File: src/rtl/pipelined_csel_adder.sv
// -----------------------------------------------------------------------------
// pipelined_csel_adder
//
// Pipelined carry-select adder/subtractor. The operands are cut into BLK-bit
// blocks and block k is resolved in pipeline stage k. Each stage forms the
// block sum for carry-in 0 and carry-in 1 in parallel. The carry registered by
// the previous stage then picks one of the two. A valid/ready handshake on both
// ends gives full backpressure and one operation per cycle.
//
// Parameters
//   WIDTH : operand/result width, a multiple of BLK (WIDTH >= BLK)
//   BLK   : carry-select block width; NSTG = WIDTH/BLK stages (= latency)
//
// Ports
//   clk       : clock, all logic on the rising edge
//   rst       : synchronous active-high reset, flushes every stage
//   in_valid  : operand set valid
//   in_ready  : block accepts an operand set this cycle
//   a, b      : operands
//   cin       : carry-in (add) / borrow-in (sub)
//   sub       : 0 = a + b + cin, 1 = a - b - cin
//   out_valid : result valid
//   out_ready : downstream accepts the result
//   sum       : result
//   cout      : raw carry out of the MSB block (sub: 1 = no borrow)
//   ovf       : two's-complement signed overflow
// -----------------------------------------------------------------------------
module pipelined_csel_adder #(
    parameter int WIDTH = 16,
    parameter int BLK   = 4
) (
    input  logic             clk,
    input  logic             rst,
    input  logic             in_valid,
    output logic             in_ready,
    input  logic [WIDTH-1:0] a,
    input  logic [WIDTH-1:0] b,
    input  logic             cin,
    input  logic             sub,
    output logic             out_valid,
    input  logic             out_ready,
    output logic [WIDTH-1:0] sum,
    output logic             cout,
    output logic             ovf
);

    localparam int NSTG = WIDTH / BLK;

    // Stage registers. a_reg/b_reg carry the operand (b already conditioned
    // for subtraction) down the pipe. Later stages read the upper slices, and
    // the last stage reads the MSBs for the overflow flag.
    logic [NSTG-1:0]  valid_reg;
    logic [NSTG-1:0]  carry_reg;
    logic [WIDTH-1:0] a_reg   [NSTG];
    logic [WIDTH-1:0] b_reg   [NSTG];
    logic [WIDTH-1:0] sum_reg [NSTG];

    // Per-stage inputs and next-state values.
    logic [NSTG-1:0]  vin;
    logic [NSTG-1:0]  cin_in;
    logic [WIDTH-1:0] a_in     [NSTG];
    logic [WIDTH-1:0] b_in     [NSTG];
    logic [WIDTH-1:0] sum_in   [NSTG];
    logic [WIDTH-1:0] sum_next [NSTG];
    logic [NSTG-1:0]  carry_next;

    // Advance chain: a stage may load when it is empty or when its content
    // moves on. This is evaluated from the output end backwards. in_ready
    // therefore depends combinationally on out_ready, but never on in_valid.
    logic [NSTG-1:0]  adv;

    always_comb begin
        adv = '0;
        adv[NSTG-1] = !valid_reg[NSTG-1] || out_ready;
        for (int k = NSTG - 2; k >= 0; k--) begin
            adv[k] = !valid_reg[k] || adv[k+1];
        end
    end

    generate
        for (genvar gi = 0; gi < NSTG; gi++) begin : g_stage
            localparam logic [WIDTH-1:0] BLK_MASK = WIDTH'({BLK{1'b1}}) << (gi * BLK);

            logic [BLK-1:0] a_sl;
            logic [BLK-1:0] b_sl;
            logic [BLK:0]   blk_c0;
            logic [BLK:0]   blk_c1;
            logic [BLK:0]   blk_sel;

            if (gi == 0) begin : g_head
                // Subtraction is a + ~b + ~cin, which equals a - b - cin
                // modulo 2^WIDTH.
                assign vin[0]    = in_valid;
                assign a_in[0]   = a;
                assign b_in[0]   = sub ? ~b : b;
                assign cin_in[0] = sub ^ cin;
                assign sum_in[0] = '0;
            end else begin : g_link
                assign vin[gi]    = valid_reg[gi-1];
                assign a_in[gi]   = a_reg[gi-1];
                assign b_in[gi]   = b_reg[gi-1];
                assign cin_in[gi] = carry_reg[gi-1];
                assign sum_in[gi] = sum_reg[gi-1];
            end

            assign a_sl = a_in[gi][gi*BLK +: BLK];
            assign b_sl = b_in[gi][gi*BLK +: BLK];

            // Both candidate block sums are computed up front. The incoming
            // carry only drives the final select.
            assign blk_c0  = {1'b0, a_sl} + {1'b0, b_sl};
            assign blk_c1  = {1'b0, a_sl} + {1'b0, b_sl} + {{BLK{1'b0}}, 1'b1};
            assign blk_sel = cin_in[gi] ? blk_c1 : blk_c0;

            assign sum_next[gi]   = (sum_in[gi] & ~BLK_MASK)
                                  | (WIDTH'(blk_sel[BLK-1:0]) << (gi * BLK));
            assign carry_next[gi] = blk_sel[BLK];
        end
    endgenerate

    always_ff @(posedge clk) begin
        if (rst) begin
            valid_reg <= '0;
            carry_reg <= '0;
            for (int k = 0; k < NSTG; k++) begin
                a_reg[k]   <= '0;
                b_reg[k]   <= '0;
                sum_reg[k] <= '0;
            end
        end else begin
            for (int k = 0; k < NSTG; k++) begin
                if (adv[k]) begin
                    valid_reg[k] <= vin[k];
                    // Data only moves with a real operation. When a stage
                    // drains without an incoming operation, it keeps its last
                    // contents.
                    if (vin[k]) begin
                        a_reg[k]     <= a_in[k];
                        b_reg[k]     <= b_in[k];
                        sum_reg[k]   <= sum_next[k];
                        carry_reg[k] <= carry_next[k];
                    end
                end
            end
        end
    end

    assign in_ready  = adv[0];
    assign out_valid = valid_reg[NSTG-1];
    assign sum       = sum_reg[NSTG-1];
    assign cout      = carry_reg[NSTG-1];

    // Signed overflow: the operands have the same sign and the result sign
    // differs from it. For subtraction the conditioned b is used.
    assign ovf = (a_reg[NSTG-1][WIDTH-1] == b_reg[NSTG-1][WIDTH-1])
              && (sum_reg[NSTG-1][WIDTH-1] != a_reg[NSTG-1][WIDTH-1]);

endmodule

File: config.mk
export PLATFORM = sky130hd
export DESIGN_NAME = pipelined_csel_adder
export DESIGN_NICKNAME = d
export VERILOG_FILES = /design/src/rtl/pipelined_csel_adder.sv
export SDC_FILE = /design/constraint.sdc
export NUM_CORES = 1
export LEC_CHECK = 0
export CELL_PAD_IN_SITES_DETAIL_PLACEMENT = 2
export CELL_PAD_IN_SITES_GLOBAL_PLACEMENT = 2
export CORE_MARGIN = 3
export CORE_UTILIZATION = 23
export CTS_BUF_LIST = sky130_fd_sc_hd__clkbuf_2 sky130_fd_sc_hd__clkbuf_4 sky130_fd_sc_hd__clkbuf_8
export DETAILED_ROUTE_END_ITERATION = 6
export PLACE_DENSITY = 0.6
export RECOVER_POWER = 25
export SLEW_MARGIN = 20
export SYNTH_ARGS = -nofsm -noshare
export SYNTH_HDL_FRONTEND = slang
export SYNTH_SLANG_ARGS = --single-unit
File: constraint.sdc
create_clock -name clk -period 4.1 [get_ports clk]
set_input_delay 1.025 -clock clk [delete_from_list [all_inputs] [get_ports clk]]
set_output_delay 1.025 -clock clk [all_outputs]
set_load 0.005 [all_outputs]
-- Yosys cells after proc, flatten, opt, wreduce, memory -nomap -nowiden
Memories as Yosys holds them, arrays and structs flattened.
Index checks and enable logic that the tools add are counted.
- $add $sub $neg: 8
- equal/unequal tests: 2
- muxes and demuxes: 35
- bitwise operators: 17
- reduce and logical (&&, ||, !) cells: 13
- operators with widths (operator ; number):
    $mux 16 ; 13
    $add 4x4->5 ; 4
    $add 5x1->5 const B ; 4
    $mux 5 ; 4
    $mux 1 ; 18
    $not 16->16 ; 1
    $or 12x16->16 ; 1
    $or 16x12->16 ; 1
    $or 16x8->16 ; 1
    $or 1x1->1 ; 12
    $reduce_and 2->1 ; 4
    $logic_not 1->1 ; 4
    $logic_or 1x1->1 ; 4
    $eq 1x1->1 ; 1
    $logic_and 1x1->1 ; 1
    $ne 1x1->1 ; 1
    $xor 1x1->1 ; 1
- flip-flop bits (word level): 8
- memory bits (writable): 192
- input bits: 38
- memories: 3
- memory list (name ; depth ; width ; rd ports ; clocked after memory_dff ; write ports ; line ; text):
    a_reg ; 4 ; 16 ; 4 ; 0 ; 4 ; 54 ; logic [WIDTH-1:0] a_reg [NSTG];
    b_reg ; 4 ; 16 ; 4 ; 0 ; 4 ; 55 ; logic [WIDTH-1:0] b_reg [NSTG];
    sum_reg ; 4 ; 16 ; 4 ; 0 ; 4 ; 56 ; logic [WIDTH-1:0] sum_reg [NSTG];

-- Logic depth before layout (Yosys ltp)
- word-level depth: 9
- depth in mapped cells: 10

-- Worst setup path before layout
No wires, ideal clock.
- kind: input to register
- from: in sub
- to: reg carry_reg[0]
- setup time: 0.095 ns
- data arrival time: 3.079 ns
- required time: 4.005 ns
- path slack: 0.926 ns
- stages on the path: 9
- buffers on the path: 2
- cells stage by stage: buf_2 > buf_2 > xor2_1 > ha_1 > fa_1 > a21o_1 > a21oi_1 > or3b_1 > o311ai_1
- cells in the longest elaborated chain, start to end: 4
- elaborated cells between the ends (all ways): 5
- classes of those cells: add/sub (2); mux (2); bitwise (1)
- RTL lines (item ; line ; text):
    from (decl) ; 39 ; input logic sub,
    $mux 16 ; 95 ; assign b_in[0] = sub ? ~b : b;
    $add 4x4->5 ; 111, 112 ;
    $add 5x1->5 ; 112 ; assign blk_c1 = {1'b0, a_sl} + {1'b0, b_sl} + {{BLK{1'b0}}, 1'b1};
    $mux 5 * ; 113 ; assign blk_sel = cin_in[gi] ? blk_c1 : blk_c0;
    to (signal, indexed assignment) ; 141 ; carry_reg[k] <= carry_next[k];
    to (decl) ; 53 ; logic [NSTG-1:0] carry_reg;
Mark *: on every way between the ends. The rest lies on a longest branch, timed or not.
A chain may end at the register's enable or synchronous reset.

-- Worst setup path in the final report
- from: in out_ready
- to: out in_ready
- cells in the longest elaborated chain, start to end: 4
- RTL lines (item ; line ; text):
    from (decl) ; 41 ; input logic out_ready,
    $logic_or 1x1->1 ; 74 ; adv[NSTG-1] = !valid_reg[NSTG-1] || out_ready;
    $logic_or 1x1->1 (3 in series) ; 76 ; adv[k] = !valid_reg[k] || adv[k+1];
    to (decl) ; 35 ; output logic in_ready,
No other way between the ends.

==> tab_implementation.tex <==
\begin{tabular}{lr}
\hline
Metric & Value \\
\hline
\multicolumn{2}{l}{\textbf{Timing}} \\
\quad Final period utilization & 90.2\% \\
\quad Transition time at the pin with the least slew margin & 1.36 ns \\
\quad Worst rel slew slack & 9.23\% \\
\quad Final Slew Violations & 0 \\
\quad Total count of hold-check failures in the final report & 0 \\
\quad Setup\_tns & 0 ns \\
\quad Finish-stage setup viols & 0 \\
\quad Smallest hold slack & between 0.5 and 0.6 ns \\
\quad Setup repair after global routing missed its margin & false \\
\quad Fmax achieved & 270 MHz \\
\quad Min Clock Period, post-route & 3.70 ns \\
\quad Clk\_skew & about 0.009 ns \\
\multicolumn{2}{l}{\textbf{Hold path}} \\
\quad Type of the worst min-delay path & reg -> reg \\
\multicolumn{2}{l}{\textbf{Logic synthesis}} \\
\quad Post-synthesis sequential area ratio & between 60\% and 70\% \\
\quad Summed instance area of the synthesized netlist & between 4000 and 5000 um2 \\
\quad Mapped Avg Cell Area & around 13 um2 \\
\quad Register bit total from synthesis & 98 \\
\quad Number of warnings issued by yosys & 0 \\
\quad Mapped Nets & just over 400 \\
\quad Count of cell types in the netlist & 37 \\
\quad Post-synth top area share & between 50\% and 60\% \\
\quad Cell count after synthesis & 342 \\
\quad Post-synthesis cell type with the largest combined area & edfxtp\_1 \\
\quad Main area contributors after synthesis & edfxtp\_1 59\%, and2\_1 8.5\%, ha\_1 5.5\% \\
\multicolumn{2}{l}{\textbf{CTS}} \\
\quad CTS root buf & clkbuf\_8 \\
\quad CTS resizes & 0 \\
\quad Clock transition at the register clock pins on the worst setup and hold paths after CTS & around 0.10 ns \\
\quad Number of buffers on the longest clock path & 2 \\
\quad CTS buffer count & 9 \\
\quad Clock tree from TritonCTS & yes \\
\quad Post-CTS setup repair buffer count & 0 \\
\quad \# hold bufs at CTS & 0 \\
\quad Deepest level of the CTS H-tree & 3 \\
\quad Clock Sink Count & 98 \\
\quad Clock latency on the worst-skew pair & 0.37 ns \\
\multicolumn{2}{l}{\textbf{Routing}} \\
\quad Final wirelength & 8600 um \\
\quad TritonRoute pass-1 iters & 4 \\
\quad Count of routing violations after the opening detailed-route iteration & roughly 120 \\
\quad Vias after detailed routing & 2633 \\
\quad DRC viols & 0 \\
\quad Final routed wire length divided by cell count & 12.9 um \\
\quad Vias per cell & $\sim$3.9 \\
\quad Antenna-violating nets left & 0 \\
\multicolumn{2}{l}{\textbf{Die}} \\
\quad Std cell rows & 50 \\
\quad Number of primary I/O pins & between 50 and 60 \\
\quad Die Y-Extent & about 150 um \\
\quad Floorplan die width & 147 um \\
\quad Starting Density & between 20\% and 30\% \\
\quad Full die area & 21600 um2 \\
\quad Floorplan core area & $\sim$19000 um2 \\
\multicolumn{2}{l}{\textbf{Power}} \\
\quad Combinational fraction of design power & 12.4\% \\
\quad Maximum vdd ir drop & $\sim$110 uV \\
\quad Sequential group share of total power & around 57\% \\
\quad Switching part of the total power & about a quarter \\
\quad Cell internal power dissipation & around 1.6 mW \\
\quad Clock group share of total power & between 30\% and 40\% \\
\quad Net switching power & 0.505 mW \\
\quad Leakage Power & about 2.1 nW \\
\quad Power per standard cell area & 368 nW/um2 \\
\multicolumn{2}{l}{\textbf{GRT}} \\
\quad Most used routing layer in global routing & met2 \\
\quad Met2 usage in global routing & a little over an eighth \\
\quad Via count of the first global-routing pass & 2936 \\
\quad Met3 Usage GRT & 1.67\% \\
\quad Initial antenna violation count & 0 \\
\quad Met1 GRT Util & approximately a tenth \\
\quad Global route total overflow & 0 \\
\quad Pin count of the biggest net entering global routing & 26 \\
\quad Overall routing resource usage & 8.27\% \\
\quad Wire length of the first global-routing pass & around 14000 um \\
\multicolumn{2}{l}{\textbf{Setup path}} \\
\quad Setup slack, reg-to-reg & around 1.9 ns \\
\quad Arr. time, crit path & 2.67 ns \\
\quad Top fanout value on the critical path & 4 \\
\quad Data required time at the worst endpoint & 3.07 ns \\
\quad Nature of the critical path startpoint & input pin \\
\quad Worst setup EP type & output pin \\
\quad Critical setup path kind & in -> out \\
\multicolumn{2}{l}{\textbf{Placed design}} \\
\quad Hpwl dp & between 6000 and 7000 um \\
\quad Count of buffers from port buffering & 57 \\
\quad Number of cells after detailed placement & 652 \\
\quad Weighted congestion at the end of routability-driven global placement & approximately 0.68 \\
\multicolumn{2}{l}{\textbf{Layout}} \\
\quad Sequential cell area in the final layout & about 2900 um2 \\
\quad Fraction of layout cells with a size suffix above 1 & approximately 5.9\% \\
\quad Number of diodes added for antenna fixing & 0 \\
\quad Number of flip-flops in the largest register & 40 \\
\quad Area of the multi-input gates & 1610 um2 \\
\quad Area Overhead vs Synth & 23.2\% \\
\quad Non-filler cells, final & 668 \\
\quad Total of fill cells in the finished design & around 2000 \\
\quad Number of nets in the final layout & about 470 \\
\multicolumn{2}{l}{\textbf{Run}} \\
\quad Number of max-capacitance violations reported & 0 \\
\multicolumn{2}{l}{\textbf{Status}} \\
\quad Outcome & finished, final reports clean \\
\hline
\end{tabular}
worst max-delay path: stages:
cell and delay [ns]:
dlygate4sd3_1 0.59, nand3b_2 0.25, nor2_1 0.24, nand2_1 0.11, clkdlybuf4s50_1 0.46
through the flow:
stage | setup WS [ns] | utilization (%) | instance area [um2] | power, mW
after floorplan | 0.926 | - | 4570 | 1.36
after global placement | 0.609 | 28.5 | 5440 | 1.45
after detailed placement | 0.570 | 28.5 | 5440 | 1.47
after CTS | 0.549 | 29.6 | 5640 | 2.11
after global routing | 0.261 | 29.5 | 5630 | 2.18
final | 0.400 | 29.5 | 5630 | 2.07
per-layer routing:
layer	vias up	routed length, um
met4	0	205
met2	55	4000
met3	12	269
met5	-	0
li1	1331	-
met1	1235	4120
cell usage after synthesis, drive strengths merged:
library cell	instances
buf	6
a21o	9
and3	3
nand3	3
clkbuf	8
nand2b	4
dfxtp	8
nor3b	1
or3	3
nand4b	1
nor2	30
nand4	7
nand2	5
o32a	3
inv	6
a21oi	16
or2	3
or3b	1
nand3b	2
o311ai	2
and2	62
nor3	5
xnor2	20
edfxtp	90
mux2i	4
ha	20
xor2	13
fa	4
o21ai	3
power groups by stage:
| stage | registers [mW] | logic (mW) | clock network (mW) |
|---|---|---|---|
| 3_3_place_gp | 1.20 | 0.254 | 0 |
| 5_1_grt | 1.18 | 0.294 | 0.701 |
| 3_5_place_dp | 1.20 | 0.266 | 0 |
| 2_1_floorplan | 1.19 | 0.164 | 0 |
| 4_1_cts | 1.18 | 0.268 | 0.667 |
| 6_report | 1.18 | 0.256 | 0.638 |
path summary, 6_finish.rpt:
path / start / to / cells past startpoint
min reg2reg: valid_reg[1] / valid_reg[2] / 2
max reg2reg: valid_reg[3] / carry_reg[1] / 5
max: out_ready / in_ready / 5
min: valid_reg[1] / valid_reg[2] / 2
area by class of cell:
class / count / area share, %
multi-input combinational: 224 / 28.5
clock buffer: 9 / 2.20
tap: 260 / 5.78
sequential: 98 / 50.8
clock inverter: 7 / 1.38
inverter: 6 / 0.400
timing repair buffer: 64 / 10.9
placed cells by master, fill, tap and decap left out, types with 2 or more instances in the layout:
cell type and n:
and2_1 62, nand3_1 3, clkbuf_8 9, xnor2_1 20
nand2_1 5, ha_1 20, mux2i_1 4, nand2b_1 4
xor2_1 12, fa_1 4, a21oi_1 16, inv_1 5
clkdlybuf4s50_1 39, or3_1 3, buf_4 5, o32a_1 3
clkinvlp_4 4, o21ai_0 2, o311ai_1 2, nor3_1 5
and3_1 3, dfxtp_1 8, edfxtp_1 90, or2_0 2
a21o_1 9, clkbuf_1 2, nand4_1 7, nor2_1 30
dlygate4sd3_1 18
kinds of logic (layout without fill, tap and decap cells):
logic type	Yosys count	count (layout)	synth area share, %
AOI/OAI and AO/OA	33	33	4.60
xor gates and xnor gates	33	33	6.49
adders and majority gates	24	24	7.23
buffers and inverters	20	86	2.19
DFF	98	98	62.6
muxes	4	4	0.876
and+or+nand+nor	130	130	16.0
Note: power is estimated with default switching activity, not from simulation.
